--- src/rtl/cordic_arbiter.sv ---
// cordic_arbiter: round-robin arbiter sharing one CORDIC core between two
// requesters. Accepts one angle at a time, starts the core, waits for its
// result and returns it on a valid/ready response port tagged with the id.
// Optional core watchdog enabled by defining CORDIC_ARB_TIMEOUT_EN.
module cordic_arbiter #(
  parameter int unsigned DATA_W     = 22,
  parameter int unsigned TMO_CYCLES = 32
) (
  input  logic              clk,
  input  logic              reset,
  input  logic              req0_valid,
  input  logic [DATA_W-1:0] req0_angle,
  output logic              req0_ready,
  input  logic              req1_valid,
  input  logic [DATA_W-1:0] req1_angle,
  output logic              req1_ready,
  output logic              rsp_valid,
  input  logic              rsp_ready,
  output logic [DATA_W-1:0] rsp_cos,
  output logic              rsp_id,
  output logic              rsp_err,
  output logic              core_start,
  output logic [DATA_W-1:0] core_angle,
  input  logic [DATA_W-1:0] core_cos,
  input  logic              core_done,
  output logic              busy
);

  typedef enum logic [1:0] {
    S_IDLE  = 2'd0,
    S_START = 2'd1,
    S_WAIT  = 2'd2,
    S_RESP  = 2'd3
  } state_e;

  state_e            state_q, state_d;
  logic              ptr_q, ptr_d;
  logic              core_start_q, core_start_d;
  logic [DATA_W-1:0] core_angle_q, core_angle_d;
  logic              rsp_valid_q, rsp_valid_d;
  logic [DATA_W-1:0] rsp_cos_q, rsp_cos_d;
  logic              rsp_id_q, rsp_id_d;
  logic              busy_q, busy_d;
  logic              gnt_valid, gnt_id;

`ifdef CORDIC_ARB_TIMEOUT_EN
  localparam int unsigned WDOG_W = (TMO_CYCLES < 2) ? 1 : $clog2(TMO_CYCLES);
  logic [WDOG_W-1:0] wdog_q, wdog_d;
  logic              rsp_err_q, rsp_err_d;
`endif

  // Round-robin grant, only offered while idle and out of reset
  always_comb begin
    gnt_valid = 1'b0;
    gnt_id    = 1'b0;
    if (state_q == S_IDLE && !reset) begin
      if (req0_valid && req1_valid) begin
        gnt_valid = 1'b1;
        gnt_id    = ptr_q;
      end else if (req0_valid) begin
        gnt_valid = 1'b1;
        gnt_id    = 1'b0;
      end else if (req1_valid) begin
        gnt_valid = 1'b1;
        gnt_id    = 1'b1;
      end
    end
  end

  assign req0_ready = gnt_valid & ~gnt_id;
  assign req1_ready = gnt_valid &  gnt_id;

  // Next-state and next-output logic
  always_comb begin
    state_d      = state_q;
    ptr_d        = ptr_q;
    core_start_d = 1'b0;
    core_angle_d = core_angle_q;
    rsp_valid_d  = rsp_valid_q;
    rsp_cos_d    = rsp_cos_q;
    rsp_id_d     = rsp_id_q;
`ifdef CORDIC_ARB_TIMEOUT_EN
    wdog_d       = wdog_q;
    rsp_err_d    = rsp_err_q;
`endif
    case (state_q)
      S_IDLE: begin
        if (gnt_valid) begin
          state_d      = S_START;
          core_start_d = 1'b1;
          core_angle_d = gnt_id ? req1_angle : req0_angle;
          rsp_id_d     = gnt_id;
          ptr_d        = ~gnt_id;
`ifdef CORDIC_ARB_TIMEOUT_EN
          rsp_err_d    = 1'b0;
`endif
        end
      end
      S_START: begin
        // core_done is deliberately ignored here
        state_d = S_WAIT;
`ifdef CORDIC_ARB_TIMEOUT_EN
        wdog_d  = '0;
`endif
      end
      S_WAIT: begin
        if (core_done) begin
          state_d     = S_RESP;
          rsp_valid_d = 1'b1;
          rsp_cos_d   = core_cos;
`ifdef CORDIC_ARB_TIMEOUT_EN
          rsp_err_d   = 1'b0;
        end else if (wdog_q == WDOG_W'(TMO_CYCLES - 1)) begin
          state_d     = S_RESP;
          rsp_valid_d = 1'b1;
          rsp_cos_d   = '0;
          rsp_err_d   = 1'b1;
        end else begin
          wdog_d      = wdog_q + WDOG_W'(1);
`endif
        end
      end
      S_RESP: begin
        if (rsp_ready) begin
          state_d     = S_IDLE;
          rsp_valid_d = 1'b0;
        end
      end
      default: state_d = S_IDLE;
    endcase
    busy_d = (state_d != S_IDLE);
  end

  // State and registered outputs, asynchronously cleared
  always_ff @(posedge clk or posedge reset) begin
    if (reset) begin
      state_q      <= S_IDLE;
      ptr_q        <= 1'b0;
      core_start_q <= 1'b0;
      core_angle_q <= '0;
      rsp_valid_q  <= 1'b0;
      rsp_cos_q    <= '0;
      rsp_id_q     <= 1'b0;
      busy_q       <= 1'b0;
`ifdef CORDIC_ARB_TIMEOUT_EN
      wdog_q       <= '0;
      rsp_err_q    <= 1'b0;
`endif
    end else begin
      state_q      <= state_d;
      ptr_q        <= ptr_d;
      core_start_q <= core_start_d;
      core_angle_q <= core_angle_d;
      rsp_valid_q  <= rsp_valid_d;
      rsp_cos_q    <= rsp_cos_d;
      rsp_id_q     <= rsp_id_d;
      busy_q       <= busy_d;
`ifdef CORDIC_ARB_TIMEOUT_EN
      wdog_q       <= wdog_d;
      rsp_err_q    <= rsp_err_d;
`endif
    end
  end

  assign core_start = core_start_q;
  assign core_angle = core_angle_q;
  assign rsp_valid  = rsp_valid_q;
  assign rsp_cos    = rsp_cos_q;
  assign rsp_id     = rsp_id_q;
  assign busy       = busy_q;
`ifdef CORDIC_ARB_TIMEOUT_EN
  assign rsp_err    = rsp_err_q;
`else
  assign rsp_err    = 1'b0;
`endif

endmodule

--- config.mk ---
export PLATFORM = sky130hd
export DESIGN_NAME = cordic_arbiter
export DESIGN_NICKNAME = d
export VERILOG_FILES = /design/src/rtl/cordic_arbiter.sv
export SDC_FILE = /design/constraint.sdc
export NUM_CORES = 1
export LEC_CHECK = 0
export ABC_CLOCK_PERIOD_IN_PS = 5000
export CAP_MARGIN = 30
export CELL_PAD_IN_SITES_DETAIL_PLACEMENT = 1
export CELL_PAD_IN_SITES_GLOBAL_PLACEMENT = 2
export CORE_UTILIZATION = 24
export DETAILED_ROUTE_END_ITERATION = 8
export HOLD_SLACK_MARGIN = 0.06
export PLACE_DENSITY = 0.88
export SLEW_MARGIN = 30
export SYNTH_ARGS = -nofsm -noshare
export SYNTH_HDL_FRONTEND = slang
export SYNTH_SLANG_ARGS = --single-unit
--- constraint.sdc ---
create_clock -name clk -period 5 [get_ports clk]
set_clock_uncertainty 0.2 [all_clocks]
set_input_delay 1.25 -clock clk [delete_from_list [all_inputs] [get_ports clk]]
set_output_delay 1.25 -clock clk [all_outputs]
set_load 0.02 [all_outputs]
---- After elaboration in Yosys (flattened, before gate mapping) ----
Cells that the tools add are included.
storage, ports and cells
  bits in registers ....................... 51
  bits of input ports ..................... 72
  output and inout port bits .............. 51
  word-level logic and storage cells ...... 42
operators by class
  eq/ne operators ......................... 5
  muxes and demuxes ....................... 17
  bitwise operators ....................... 3
  reduce and logical (&&, ||, !) cells .... 9
operator list
  cell                  number
  $mux W22              1
  $mux W1               11
  $pmux W2 S4           1
  $mux W2               3
  $eq A2 B2 Y1 const B  2
  $ne A2 B2 Y1 const B  2
  $reduce_and A2 Y1     2
  $reduce_bool A2 Y1    2
  $reduce_and A3 Y1     1
  $and A1 B1 Y1         2
  $eq A2 B1 Y1 const B  1
  $logic_and A1 B1 Y1   2
  $logic_not A2 Y1      1
  $pmux W1 S2           1
  $logic_not A1 Y1      1
  $not A1 Y1            1

---- Longest topological paths before layout ----
  depth in word-level cells ............... 7
  gate-level depth with buffers ........... 6
  depth with buffers taken out ............ 3

---- Worst setup path after synthesis ----
Ideal clock, no wire load.
  path type ............................... input -> output
  start ................................... in reset
  end ..................................... out req1_ready
  arrival time ............................ 2114 ps
  slack ................................... 1436 ps
  stages .................................. 4
  path through ............................ or3_1 > buf_6 > buf_6 > nor3b_4
between the ends
  word-level cells in the longest chain between the ends .. 4
  elaborated cells between the ends (all ways) .. 5
  those cells by class .................... 2 x mux; 1 x bitwise; 2 x reduce/logical
ends and longest elaborated chain
  item                          line  RTL
  from (decl)                   10    input logic reset,
  $logic_not A1 Y1 (no line) *  --
  $logic_and A1 B1 Y1 *         56    if (state_q == S_IDLE && !reset) begin
  $mux W1                       56
  $and A1 B1 Y1 *               71    assign req1_ready = gnt_valid & gnt_id;
  to (decl)                     16    output logic req1_ready,
Every way passes the cells marked *; elsewhere a longest branch is shown, timed or not.

---- Worst setup path in the final report ----
Ends and elaborated chain as after synthesis.

==> flow_summary.ini <==
[sta]
hold_slack_ns = 0.3035
rsz0062_at_grt = false
fin_crit_sh_pct = 89.47
totalNegativeSetupSlack_ns = 0
fin_crit_ns = 4.473
max-slew-margin-rel_pct = 49.83
worst-slew-pin-transition_ns = 0.7497
maxSlewViolCount = 0
report.final.setup_viol = 0
fmax_ghz = 0.2235
hold_viol = 0

[clock_network]
cts_root_buf = clkbuf_8
postCtsResizedCells = 0
cts_tree = built
clock_latency_ns = 0.30
cts_max_level = 2
numCtsBuffers = 5
cts.reportedPaths.clkPinSlew_ns = 0.09
cts_sinks = 51
post_cts_buffers = 0
cts.hold.buffers_added = 0
clockBufferDepth = 2

[global_route]
grt_max_degree = 52
grt_overflow = 0
grt_pass1_vias = 2051
grt_pass1_wl_microns = 10670
track_usage_pct = 13.93
antenna_found_initial = 0

[power]
p_clk_share_pct = 16.2
seqPwrFrac_pct = 34.6
p_comb_share_pct = 49.2
cellInternalPower_mw = 1.359
vdd_drop_max_mv = 0.1859
power_mw = 2.086
p_sw_share_pct = 34.85
p_per_area_nw_per_um2 = 575.2
power.switching_mw = 0.7270
leakagePower_nw = 1.490

[min_path]
hold_end = rsp_id
min_path_cells = 1
min-delay-start = rsp_id
hold_path.class = reg2reg

[layout]
areaGrowthSynthToFinish_pct = 64.34
postLayoutCellArea_sq_um = 3627
multi_input_area_sq_um = 817.0
finalNonFillerCells = 406
diodes = 0
ff_latch_area_sq_um = 1276
finalNetCount = 369
layout-drive-gt1-share_pct = 14.09
n_fill_cell = 959

[route]
ant_nets = 0
vias = 1875
viasPerCell = 4.618
wl_per_cell_microns = 15.79
drt_first_pass_iters = 6
drc = 9
drt_iter0_markers = 40
drt-total-wl_microns = 6410

[critical_path]
crit_chain = clkdlybuf4s50_1 -> or3_1 -> nor3b_4 -> clkdlybuf4s50_1
crit_fanout = 3
slowest_stage = clkdlybuf4s50_1
cp.arrival_ns = 3.02
r2r_slack_ns = 3.15
rr_worst_depth = 4
rr_startpoint = state_q[1]
worstPathRequired_ns = 3.55
start_kind = input port
r2r-end = core_angle[8]
worst_path_most_repeated_cell = clkdlybuf4s50_1
crit_type = in2out
end_kind = output pin
cpPeakStageDelay_ns = 0.65

[synthesis]
ys_top_cells_by_area = dfrtp_1 58%, mux2_2 11%, a221o_1 8.6%
synth.top_cell.area_share_pct = 57.82
synth.most_common_cell = dfrtp_1
synth_area_leader_cell = dfrtp_1
syn_nets = 252
avgSynthCellArea_sq_um = 12.26
ys_ff_latch = 51
yosys_warnings = 0
netlist_top_cells_count = 51 x dfrtp_1, 27 x nand2_1, 22 x mux2_2
yosys_most_used_dff = dfrtp_1
synth_cell_types = 25
synth_edf_count = 0
postSynthCellCount = 180
async_flop_share_pct = 100.0
ys_seq_area_share_pct = 57.82
synth_area_sq_um = 2207

[floorplan]
core_sq_um = 8806
die_h_microns = 97.90
std_cell_rows = 34
initial_utilization_pct = 25.06
die_w_microns = 97.90
die_area_sq_um = 9583
ios = 123

[placement]
dp.cells = 398
post-dp-hpwl_microns = 4687
place_congestion = 0.6387
port_buffers = 121
place_area_sq_um = 3495

[job]
drv_cap = 0

[status]
status = complete, but fails checks
violations = DRC
layer usage:
| metal | wire length, microns | vias to the layer above | global-route usage [%] |
|---|---|---|---|
| met4 | 32 | 0 | 3.497 |
| met3 | 614 | 2 | 5.225 |
| met5 | 0 | - | 0 |
| met1 | 2565 | 907 | 16.13 |
| met2 | 3197 | 86 | 24.21 |
| li1 | - | 880 | - |
critical path, delay by kind of cell:
family	cells	cell delay (ns)
buffers and inverters	2	1.15
AND/OR/NAND/NOR	2	0.62
how the worst max path moves through the flow:
| stage | start | end | slack (ns) | cells past startpoint |
|---|---|---|---|---|
| 2_1_floorplan | reset | req1_ready | 1.44 | 4 |
| 3_3_place_gp | reset | req1_ready | 0.56 | 4 |
| 3_5_place_dp | reset | req1_ready | 0.52 | 4 |
| 4_1_cts | reset | req1_ready | 0.50 | 4 |
| 5_1_grt | reset | req1_ready | 0.45 | 4 |
| 6_report | reset | req1_ready | 0.53 | 4 |
logic make-up (layout without fill, tap and decap cells):
kind of cell	count (synthesis)	in the layout	share of synthesized area [%]
and+or+nand+nor	58	58	13.15
DFF	51	51	57.82
AOI/OAI and AO/OA	29	29	12.13
muxes	22	22	11.22
buffers and inverters	19	137	5.499
other	1	1	0.1699
power groups by stage:
stage | sequential, mW | combinational (mW) | clock (mW)
floorplan | 0.941 | 0.319 | 0
global placement | 0.719 | 1.01 | 0
detailed placement | 0.730 | 1.04 | 0
CTS | 0.725 | 1.04 | 0.358
global route | 0.752 | 1.09 | 0.364
finish | 0.722 | 1.03 | 0.339
area by class of cell:
cell class	instances	area share, %
multi-input cells	110	22.53
flip-flops and latches	51	35.18
well taps	108	3.725
clock inverters	2	1.656
clock buffers	6	2.001
inverters	3	0.3794
repair buffers	126	34.53
layout by cell type (no fill, tap or decap):
| cell type | Yosys | final |
|---|---|---|
| clkdlybuf4s50_1 | 0 | 121 |
| dfrtp_1 | 51 | 51 |
| nand2_1 | 27 | 27 |
| mux2_2 | 22 | 22 |
| nor3_1 | 21 | 21 |
| a221o_1 | 19 | 19 |
| clkbuf_8 | 0 | 5 |
| buf_4 | 1 | 4 |
| o21ai_0 | 3 | 3 |
| a221o_2 | 3 | 3 |
| nor3_2 | 2 | 2 |
| inv_1 | 3 | 2 |
| a21o_1 | 2 | 2 |
| nor2b_1 | 2 | 2 |
| bufinv_16 | 0 | 2 |
| o21ai_4 | 0 | 1 |
| and3_1 | 1 | 1 |
| or3_1 | 1 | 1 |
| and2b_1 | 1 | 1 |
| nor3b_4 | 1 | 1 |
| nand3b_1 | 1 | 1 |
| a21oi_1 | 1 | 1 |
| nand3_1 | 1 | 1 |
| inv_4 | 0 | 1 |
| conb_1 | 1 | 1 |
| clkbuf_1 | 3 | 1 |
| buf_6 | 5 | 1 |
through the flow:
step                utilization, %  worst slack [ns]
global placement             39.44            0.5589
detailed placement           39.68            0.5243
CTS                          41.19            0.5020
global route                 41.19            0.4480
finish                       41.19            0.5265
floorplan                        -             1.436
flip-flops by register name (all words and copies together), names as in the netlist:
signal / flops
busy: 1
core_angle: 22
core_start: 1
ptr_q: 1
rsp_cos: 22
rsp_id: 1
rsp_valid: 1
state_q: 2
Note: power is estimated with default switching activity, not from simulation.
